File: config.mk
export PLATFORM = sky130hd
export DESIGN_NAME = alu_seq_flat
export DESIGN_NICKNAME = d
export VERILOG_FILES = /design/src/rtl/alu_pkg.sv /design/src/rtl/alu_seq_if.sv /design/src/rtl/alu_mul_seq.sv /design/src/rtl/alu_seq.sv /design/src/flat_wrapper.sv
export SDC_FILE = /design/constraint.sdc
export NUM_CORES = 1
export LEC_CHECK = 0
export CAP_MARGIN = 20
export CORE_UTILIZATION = 35
export CTS_CLUSTER_DIAMETER = 150
export DETAILED_ROUTE_END_ITERATION = 6
export GPL_ROUTABILITY_DRIVEN = 0
export PLACE_DENSITY = 0.67
export SLEW_MARGIN = 20
export SYNTH_ARGS = -nofsm -noshare
export SYNTH_HDL_FRONTEND = slang
export SYNTH_SLANG_ARGS = --single-unit
File: constraint.sdc
create_clock -name clk -period 3.8 [get_ports clk]
set_input_delay 0.57 -clock clk [delete_from_list [all_inputs] [get_ports clk]]
set_output_delay 0.57 -clock clk [all_outputs]
set_load 0.05 [all_outputs]
File: src/rtl/alu_pkg.sv
// Shared types and default widths for the alu_seq slice.
package alu_pkg;

  localparam int unsigned ALU_W_DEF     = 6;
  localparam int unsigned ALU_CNT_W_DEF = 16;

  // Encodings 5-7 are illegal and produce result 0 with ovf set.
  typedef enum logic [2:0] {
    OP_SHADD = 3'd0,
    OP_ADD3  = 3'd1,
    OP_NEG   = 3'd2,
    OP_ABSD  = 3'd3,
    OP_MUL   = 3'd4
  } op_e;

  typedef enum logic {
    ST_IDLE = 1'b0,
    ST_MUL  = 1'b1
  } state_e;

endpackage

File: src/rtl/alu_seq_if.sv
// Operation/result handshake bundle for alu_seq; master drives operations.
interface alu_seq_if
  import alu_pkg::*;
#(
  parameter int unsigned W     = ALU_W_DEF,
  parameter int unsigned CNT_W = ALU_CNT_W_DEF
) ();

  logic                 in_valid;
  logic                 in_ready;
  logic signed [W-1:0]  a;
  logic signed [W-1:0]  b;
  logic [2:0]           opr;
  logic                 out_valid;
  logic                 out_ready;
  logic signed [W-1:0]  result;
  logic                 ovf;
  logic [CNT_W-1:0]     count;

  modport master (
    output in_valid, a, b, opr, out_ready,
    input  in_ready, out_valid, result, ovf, count
  );

  modport slave (
    input  in_valid, a, b, opr, out_ready,
    output in_ready, out_valid, result, ovf, count
  );

endinterface

File: src/rtl/alu_mul_seq.sv
// Iterative signed shift-add multiplier: W iterations after start, done on the last.
module alu_mul_seq
  import alu_pkg::*;
#(
  parameter int unsigned W = ALU_W_DEF
) (
  input  logic                  clk,
  input  logic                  rst_n,
  input  logic                  start_i,
  input  logic signed [W-1:0]   a_i,
  input  logic signed [W-1:0]   b_i,
  output logic                  done_o,
  output logic signed [2*W-1:0] product_o
);

  localparam int unsigned IW = $clog2(W);

  logic                  busy_q;
  logic [IW-1:0]         iter_q;
  logic signed [2*W-1:0] mcand_q;
  logic [W-1:0]          mplier_q;
  logic signed [2*W-1:0] acc_q;
  logic signed [2*W-1:0] term;
  logic signed [2*W-1:0] sum;
  logic                  last;

  // The multiplier MSB carries weight -2^(W-1), so the final partial product is subtracted.
  always_comb begin
    last = (iter_q == IW'(W - 1));
    term = mplier_q[0] ? mcand_q : '0;
    sum  = last ? (acc_q - term) : (acc_q + term);
  end

  assign done_o    = busy_q && last;
  assign product_o = sum;

  always_ff @(posedge clk or negedge rst_n) begin
    if (!rst_n) begin
      busy_q   <= 1'b0;
      iter_q   <= '0;
      mcand_q  <= '0;
      mplier_q <= '0;
      acc_q    <= '0;
    end else if (start_i) begin
      busy_q   <= 1'b1;
      iter_q   <= '0;
      mcand_q  <= {{W{a_i[W-1]}}, a_i};
      mplier_q <= b_i;
      acc_q    <= '0;
    end else if (busy_q) begin
      acc_q    <= sum;
      mcand_q  <= mcand_q <<< 1;
      mplier_q <= mplier_q >> 1;
      iter_q   <= iter_q + IW'(1);
      if (last) begin
        busy_q <= 1'b0;
      end
    end
  end

endmodule

File: src/rtl/alu_seq.sv
// Sequential signed ALU with valid/ready handshake and completed-result counter.
// Define ALU_SEQ_SAT_EN to saturate overflowing results instead of wrapping.
module alu_seq
  import alu_pkg::*;
#(
  parameter int unsigned W     = ALU_W_DEF,
  parameter int unsigned CNT_W = ALU_CNT_W_DEF
) (
  input  logic      clk,
  input  logic      rst_n,
  alu_seq_if.slave  bus
);

  localparam int unsigned EW = W + 3;
  localparam int unsigned FW = 2 * W;

  state_e state_q, state_d;

  logic                 out_valid_q, out_valid_d;
  logic signed [W-1:0]  result_q, result_d;
  logic                 ovf_q, ovf_d;
  logic [CNT_W-1:0]     count_q, count_d;

  logic                 accept;
  logic                 mul_start;
  logic                 mul_done;
  logic signed [FW-1:0] mul_prod;
  logic                 load;
  logic                 illegal;
  logic signed [EW-1:0] a_x, b_x, diff, alu_val;
  logic signed [FW-1:0] full;
  logic [FW-W:0]        hi;
  logic                 res_ovf;
  logic signed [W-1:0]  res_val;

  assign bus.in_ready  = (state_q == ST_IDLE) && (!out_valid_q || bus.out_ready);
  assign bus.out_valid = out_valid_q;
  assign bus.result    = result_q;
  assign bus.ovf       = ovf_q;
  assign bus.count     = count_q;

  assign accept    = bus.in_valid && bus.in_ready;
  assign mul_start = accept && (bus.opr == OP_MUL);
  assign load      = mul_done || (accept && (bus.opr != OP_MUL));

  alu_mul_seq #(.W(W)) u_mul (
    .clk       (clk),
    .rst_n     (rst_n),
    .start_i   (mul_start),
    .a_i       (bus.a),
    .b_i       (bus.b),
    .done_o    (mul_done),
    .product_o (mul_prod)
  );

  always_comb begin
    state_d = state_q;
    case (state_q)
      ST_IDLE: if (mul_start) state_d = ST_MUL;
      ST_MUL:  if (mul_done)  state_d = ST_IDLE;
      default: state_d = ST_IDLE;
    endcase
  end

  always_comb begin
    illegal = 1'b0;
    alu_val = '0;
    a_x     = {{3{bus.a[W-1]}}, bus.a};
    b_x     = {{3{bus.b[W-1]}}, bus.b};
    diff    = (a_x <<< 1) - b_x;
    case (bus.opr)
      OP_SHADD: alu_val = (a_x <<< 2) + (b_x >>> 1);
      OP_ADD3:  alu_val = a_x + b_x + (b_x <<< 1);
      OP_NEG:   alu_val = -b_x;
      OP_ABSD:  alu_val = diff[EW-1] ? -diff : diff;
      OP_MUL:   alu_val = '0;
      default:  illegal = 1'b1;
    endcase

    // A finishing multiply never coincides with an acceptance, so it takes the shared path.
    full    = mul_done ? mul_prod : {{(FW-EW){alu_val[EW-1]}}, alu_val};
    hi      = full[FW-1:W-1];
    res_ovf = !((&hi) || !(|hi));
`ifdef ALU_SEQ_SAT_EN
    if (res_ovf) begin
      res_val = full[FW-1] ? {1'b1, {(W-1){1'b0}}} : {1'b0, {(W-1){1'b1}}};
    end else begin
      res_val = full[W-1:0];
    end
`else
    res_val = full[W-1:0];
`endif
    if (illegal && !mul_done) begin
      res_val = '0;
      res_ovf = 1'b1;
    end
  end

  always_comb begin
    out_valid_d = out_valid_q;
    result_d    = result_q;
    ovf_d       = ovf_q;
    count_d     = count_q;
    if (out_valid_q && bus.out_ready) begin
      out_valid_d = 1'b0;
      count_d     = count_q + CNT_W'(1);
    end
    if (load) begin
      out_valid_d = 1'b1;
      result_d    = res_val;
      ovf_d       = res_ovf;
    end
  end

  always_ff @(posedge clk or negedge rst_n) begin
    if (!rst_n) begin
      state_q     <= ST_IDLE;
      out_valid_q <= 1'b0;
      result_q    <= '0;
      ovf_q       <= 1'b0;
      count_q     <= '0;
    end else begin
      state_q     <= state_d;
      out_valid_q <= out_valid_d;
      result_q    <= result_d;
      ovf_q       <= ovf_d;
      count_q     <= count_d;
    end
  end

endmodule

File: src/flat_wrapper.sv
// flat-port wrapper written by rule: the top's interface ports become plain ports
module alu_seq_flat import alu_pkg::*;
#(
  parameter int unsigned W     = ALU_W_DEF,
  parameter int unsigned CNT_W = ALU_CNT_W_DEF
)
  (clk, rst_n, bus_in_valid, bus_a, bus_b, bus_opr, bus_out_ready, bus_in_ready, bus_out_valid, bus_result, bus_ovf, bus_count);
  alu_seq_if #(.W(W), .CNT_W(CNT_W)) bus_i ();
  input  logic clk;
  input  logic rst_n;
  input wire logic [$bits(bus_i.in_valid)-1:0] bus_in_valid;
  input wire logic [$bits(bus_i.a)-1:0] bus_a;
  input wire logic [$bits(bus_i.b)-1:0] bus_b;
  input wire logic [$bits(bus_i.opr)-1:0] bus_opr;
  input wire logic [$bits(bus_i.out_ready)-1:0] bus_out_ready;
  output wire logic [$bits(bus_i.in_ready)-1:0] bus_in_ready;
  output wire logic [$bits(bus_i.out_valid)-1:0] bus_out_valid;
  output wire logic [$bits(bus_i.result)-1:0] bus_result;
  output wire logic [$bits(bus_i.ovf)-1:0] bus_ovf;
  output wire logic [$bits(bus_i.count)-1:0] bus_count;
  assign bus_i.in_valid = bus_in_valid;
  assign bus_i.a = bus_a;
  assign bus_i.b = bus_b;
  assign bus_i.opr = bus_opr;
  assign bus_i.out_ready = bus_out_ready;
  assign bus_in_ready = bus_i.in_ready;
  assign bus_out_valid = bus_i.out_valid;
  assign bus_result = bus_i.result;
  assign bus_ovf = bus_i.ovf;
  assign bus_count = bus_i.count;
  alu_seq #(.W(W), .CNT_W(CNT_W)) u_core (.clk(clk), .rst_n(rst_n), .bus(bus_i));
endmodule
# Word level (Yosys, flattened, before mapping)
# Index checks and enable logic that the tools add are counted.
[word_totals] reg_bits=59 out_inout_bits=25 wordCells=71
[classes] add_sub_neg=10 n_eq_ne=6 muxes=24 bitwise_logic=1 n_reduce_logical=20
[ops] operator="12-bit two-way mux" count=7
[ops] operator="9-bit one-hot mux with 4 select lines" count=1
[ops] operator="6-bit two-way mux" count=3
[ops] operator="16-bit by 1-bit adder with 16-bit output, second input constant" count=1
[ops] operator="12-bit adder" count=1
[ops] operator="12-bit subtractor" count=1
[ops] operator="8-bit by 5-bit adder with 9-bit output" count=1
[ops] operator="1-bit two-way mux" count=9
[ops] operator="9-bit two-way mux" count=1
[ops] operator="6-bit negation with 9-bit output" count=1
[ops] operator="9-bit negation" count=1
[ops] operator="7-bit by 7-bit adder with 8-bit output" count=1
[ops] operator="7-bit by 6-bit subtractor with 8-bit output" count=1
[ops] operator="6-bit by 6-bit adder with 7-bit output" count=1
[ops] operator="1-bit logical AND" count=7
[ops] operator="7-bit AND reduction" count=1
[ops] operator="7-bit OR reduction" count=1
[ops] operator="3-bit by 2-bit equality test with 1-bit output, second input constant" count=2
[ops] operator="3-bit equality test, second input constant" count=2
[ops] operator="3-bit two-way mux" count=2
[ops] operator="5-bit OR reduction" count=1
[ops] operator="1-bit logical NOT" count=4
[ops] operator="2-bit nonzero test" count=2
[ops] operator="3-bit by 1-bit adder with 3-bit output, second input constant" count=1
[ops] operator="6 further kinds" count=8

# Logic depth before layout (Yosys ltp)
[logic_depth] depth_word=10 mapped_depth=16 depth_no_buf=15

# Cells and area by module
# From an unflattened synthesis, not the netlist that was laid out.
[hier_totals] cells_unflattened=538 area_unflattened_um2=4788.3
[modules_own_cells] module="alu_seq" instances=1 cells_each=288 area_per_inst_um2=2528.7 seq_area_each_um2=625.6
[modules_own_cells] module="alu_mul_seq" instances=1 cells_each=250 area_per_inst_um2=2259.7 seq_area_each_um2=850.8

# Worst setup path after synthesis
# No wires, ideal clock.
[synth_path] path_kind="flip-flop to flip-flop" start="register u_core.u_mul.mplier_q[0]" end="register u_core.ovf_q (netlist: u_core.bus.ovf)" setup_ns=0.126 arrival_time_ns=3.423 slack_ns=0.251 path_stages_with_launch=16 path_buffers=1 synth_period_minus_slack_ns=3.549 cell_sequence="dfrtp_1 -> clkbuf_1 -> nand2_1 -> ha_1 -> a21oi_1 -> mux2_2 -> o21ai_0 -> ha_1 -> and2_1 -> o21ai_1 -> a31oi_1 -> a21o_1 -> a21oi_1 -> xnor2_1 -> o41a_1 -> o32a_1"
[synth_via] elab_chain_cells=9 word_cells_on_any_way=11 cone_classes="add/sub (2); mux (4); reduce/logical (5)"
[synth_lines] item="start: declaration" line_no="alu_mul_seq.sv:21" rtl="logic [W-1:0] mplier_q;"
[synth_lines] item="start signal: assignment" line_no="alu_mul_seq.sv:48" rtl="mplier_q <= b_i;"
[synth_lines] item="start signal: assignment" line_no="alu_mul_seq.sv:53" rtl="mplier_q <= mplier_q >> 1;"
[synth_lines] item="12-bit two-way mux (*)" line_no="alu_mul_seq.sv:30" rtl="term = mplier_q[0] ? mcand_q : '0;"
[synth_lines] item="12-bit adder or 12-bit subtractor (tied branches)" line_no="alu_mul_seq.sv:31" rtl="sum = last ? (acc_q - term) : (acc_q + term);"
[synth_lines] item="12-bit two-way mux (*)" line_no="alu_mul_seq.sv:31"
[synth_lines] item="12-bit two-way mux (*)" line_no="alu_seq.sv:81" rtl="full = mul_done ? mul_prod : {{(FW-EW){alu_val[EW-1]}}, alu_val};"
[synth_lines] item="7-bit OR reduction" line_no="alu_seq.sv:83" rtl="res_ovf = !((&hi) || !(|hi));"
[synth_lines] item="1-bit logical NOT" line_no="alu_seq.sv:83"
[synth_lines] item="1-bit logical OR (*)" line_no="alu_seq.sv:83"
[synth_lines] item="1-bit logical NOT (*)" line_no="alu_seq.sv:83"
[synth_lines] item="1-bit two-way mux (*)" line_no="alu_seq.sv:93" rtl="if (illegal && !mul_done) begin"
[synth_lines] item="end signal: assignment" line_no="alu_seq.sv:126" rtl="ovf_q <= ovf_d;"
[synth_lines] item="end: declaration" line_no="alu_seq.sv:21" rtl="logic ovf_q, ovf_d;"
# Mark *: on every way between the ends. The rest lies on a longest branch, timed or not.
# A chain may end at the register's enable or synchronous reset.

# Worst setup path in the final report
[layout_path] start="register u_core.u_mul.iter_q[0]" end="register u_core.ovf_q (netlist: u_core.bus.ovf)"
[layout_via] elab_chain_cells=8 word_cells_on_any_way=13 cone_classes="eq/ne (1); mux (3); reduce/logical (9)"
[layout_lines] item="start: declaration" line_no="alu_mul_seq.sv:19" rtl="logic [IW-1:0] iter_q;"
[layout_lines] item="start signal: assignment" line_no="alu_mul_seq.sv:54" rtl="iter_q <= iter_q + IW'(1);"
[layout_lines] item="3-bit equality test (*)" line_no="alu_mul_seq.sv:29" rtl="last = (iter_q == IW'(W - 1));"
[layout_lines] item="12-bit two-way mux or 1-bit logical AND (tied branches)" line_no="alu_mul_seq.sv:31, alu_mul_seq.sv:34"
[layout_lines] item="12-bit two-way mux" line_no="alu_seq.sv:81"
[layout_lines] item="7-bit OR reduction" line_no="alu_seq.sv:83"
[layout_lines] item="1-bit logical NOT" line_no="alu_seq.sv:83"
[layout_lines] item="1-bit logical OR" line_no="alu_seq.sv:83"
[layout_lines] item="1-bit logical NOT" line_no="alu_seq.sv:83"
[layout_lines] item="1-bit two-way mux" line_no="alu_seq.sv:93"
# Marked as above.

==> key figures <==
Outcome
  – Status: finished, final reports clean

Clock tree
  – CTS Buffer Depth: 2
  – CTS tree: done
  – CTS buffer count: 9
  – Clock Sinks: 59
  – Root Driver: clkbuf_16
  – Hold buffers post-CTS: 0
  – Clock slew at reported path FFs: 50 ps
  – H-tree levels: 3
  – Worst-Skew Late Latency: 330 ps

GRT
  – Initial antenna violation count: 0
  – Vias in the first global route: 4382
  – Tot GR Track Use: 0.184
  – GR Overflow Total: 0
  – First-pass GRT wire length: 20800 um
  – Largest net degree at the start of global routing: 34

Synthesis
  – YS warnings: 0
  – Synthesized net count: 617
  – Post-synth EDFFs: 0
  – Yosys top cell area share: 0.304
  – Post-synthesis sequential area ratio: 0.304
  – Leading area contributor after synthesis: dfrtp_1
  – Synth Instances: 548
  – Synth async-reset ratio: 1.00
  – Netlist cell types: 68
  – Top cells by area, synth: dfrtp_1, ha_1, xnor2_1
  – Predominant post-synthesis flop cell: dfrtp_1
  – Mapped cell area: 4850 sq um
  – Syn_area_per_cell: 8.85 sq um
  – Yosys reg bits: 59

Power
  – VDD IR max: 0.000361 V
  – LEAKAGE: 2.57 nW
  – Areal power density over the cells: 765 nW/um^2

Placed design
  – HPWL after DPL: 10200 um
  – Number of buffers added on ports: 43
  – Dpl ws: -62.0 ps
  – Post-DP Area: 5710 sq um

Floorplan
  – Initial Util: 0.362
  – Die height: 120 um
  – Total die area: 14300 sq um
  – Num rows: 42
  – Die Width: 120 um
  – Core area: 13400 sq um
  – Number of I/O pins: 44

Final layout
  – Share of cells above drive strength 1: 0.123
  – Area growth syn-to-layout: 24.5%
  – N_diodes: 0
  – Nets@finish: 697
  – Design Area, Final: 6040 sq um
  – Fill cells: 1306

Timing
  – Final setup viols: 0
  – Final min period: 3660 ps
  – Final setup skew: 5.06 ps
  – RSZ-0062 raised after global routing: no
  – Post-route clock period utilization: 0.964
  – Endpoints failing hold: 0
  – Fin Setup TNS: 0 ps
  – Max-slew headroom: 0.554
  – Slew @ Worst Pin: 669 ps
  – Max-slew violations: 0
  – Worst Slack Setup Final: 136 ps
  – Max frequency: 0.273 GHz

Setup path
  – Critical Path AT: 3870 ps
  – Critical Path End Type: flop
  – CP Launch Type: flop
  – Critical path type: flop to flop
  – Critical Path RT: 4010 ps
  – Crit path max fanout: 5

Route
  – Final WL: 13000 um
  – DR iter-0 viols: 187
  – DR pass1 iterations: 4
  – Via density: 5.46
  – Routed WL per cell: 16.1 um
  – Residual DRC: 0
  – Routed Antenna Nets: 0
  – Via count: 4415

Flow run
  – Max-cap violations: 0

Worst hold path
  – Tightest Hold Check Type: input port to asynchronous set/reset pin
layout by cell type, fill, tap and decap left out, drive strengths merged, types with 3 or more instances in the layout:
| master | count |
|---|---|
| dfrtp | 59 |
| nor2 | 50 |
| nand2 | 47 |
| clkdlybuf4s50 | 42 |
| ha | 41 |
| buf | 41 |
| a21oi | 40 |
| o21ai | 40 |
| xnor2 | 32 |
| mux2i | 27 |
| inv | 24 |
| nand3 | 17 |
| xor2 | 16 |
| nor3 | 12 |
| a211oi | 10 |
| clkbuf | 10 |
| fa | 9 |
| a31oi | 9 |
| and2 | 6 |
| mux2 | 6 |
| a21o | 6 |
| nor2b | 5 |
| and3 | 5 |
| nor3b | 5 |
| nand2b | 5 |
| o21a | 4 |
| nand4 | 4 |
| o22ai | 4 |
| or3 | 4 |
| clkinv | 4 |
| nor4 | 3 |
| o31a | 3 |
| or3b | 3 |
worst max-delay path, stage by stage (launching register included):
cell and delay, ps:
dfrtp_1 400, ha_1 240, and2_1 210, buf_4 170, nor2_2 140, xor2_2 180, ha_1 290, nor2b_1 180
o2111ai_2 270, a31oi_2 160, a21o_1 210, a21oi_2 150, xnor2_1 110, o41a_1 470, o32a_1 360
cell families (layout without fill, tap and decap cells):
| logic type | count (synthesis) | in the layout | synth area share |
|---|---|---|---|
| AND/OR/NAND/NOR | 177 | 177 | 0.179 |
| AO/OA/AOI/OAI | 142 | 142 | 0.185 |
| flip-flops | 59 | 59 | 0.304 |
| adder cells (fa/ha/maj) | 50 | 50 | 0.143 |
| XOR/XNOR | 48 | 48 | 0.0867 |
| buffers and inverters | 39 | 123 | 0.0328 |
| multiplexers | 33 | 33 | 0.0696 |
registers in the layout, indices dropped and copies added, names as in the netlist, 3 cells and up:
name / flops
u_core.bus.count: 16
u_core.bus.result: 6
u_core.u_mul.acc_q: 12
u_core.u_mul.iter_q: 3
u_core.u_mul.mcand_q: 12
u_core.u_mul.mplier_q: 6
layer usage:
layer | part of all wire | vias to the layer above | global-route usage
li1 | - | 2139 | -
met1 | 0.43 | 2133 | 0.222
met2 | 0.49 | 112 | 0.316
met3 | 0.042 | 31 | 0.0337
met4 | 0.032 | 0 | 0.0852
met5 | 0 | - | 0
cell usage after synthesis (3+ instances only):
cell      number
dfrtp_1       59
nor2_1        50
nand2_1       47
ha_1          41
a21oi_1       39
o21ai_0       37
xnor2_1       32
mux2i_1       27
inv_1         24
nand3_1       17
xor2_1        16
nor3_1        12
a211oi_1      10
a31oi_1        9
clkbuf_1       9
fa_1           9
a21o_1         6
and2_1         6
mux2_2         6
and3_1         5
nor2b_1        5
nor3b_1        5
nand2b_1       4
nand4_1        4
o21a_1         4
o22ai_1        4
or3_1          4
nor4_1         3
o21ai_1        3
o31a_1         3
through the flow:
step / total power, mW / instances / util / hold WS [ps]
floorplan: 2.96 / 548 / - / 274
global placement: 3.65 / 790 / 0.426 / 459
detailed placement: 3.75 / 790 / 0.426 / 466
CTS: 4.50 / 805 / 0.446 / 298
global route: 4.96 / 808 / 0.451 / 324
finish: 4.62 / 808 / 0.451 / 271
area by class of cell:
cell class	instances	area [sq um]	area share
Multi-Input combinational cell	450	3250	0.539
Sequential cell	59	1480	0.245
Timing Repair Buffer	83	726	0.120
Clock buffer	10	239	0.0396
Clock inverter	5	30.0	0.00497
Inverter	25	93.8	0.0155
Tap cell	176	220	0.0365
worst paths after layout:
kind,depth (start not counted),startpoint,slack (ps),end
min in group clk,2,u_core.state_q,470,u_core.state_q
worst max-delay path,14,u_core.u_mul.iter_q[0],140,u_core.bus.ovf
worst min register to register,2,u_core.state_q,470,u_core.state_q
max in group asynchronous,2,rst_n,2670,u_core.u_mul.mcand_q[9]
worst min-delay path,1,rst_n,270,u_core.bus.count[13]
worst max register to register,14,u_core.u_mul.iter_q[0],140,u_core.bus.ovf
what timing repair did:
action,in CTS,in global routing
buffers inserted,0,3
gates resized for setup,0,9
setup endpoints to repair,0,1
report_power, final:
part | internal, mW | leakage (nW) | switching (mW)
sequential | 0.868 | 0.757 | 0.217
combinational | 1.22 | 1.68 | 1.59
clock | 0.450 | 0.130 | 0.277
total | 2.54 | 2.57 | 2.08
No activity file was read; power rests on OpenSTA's default activity.
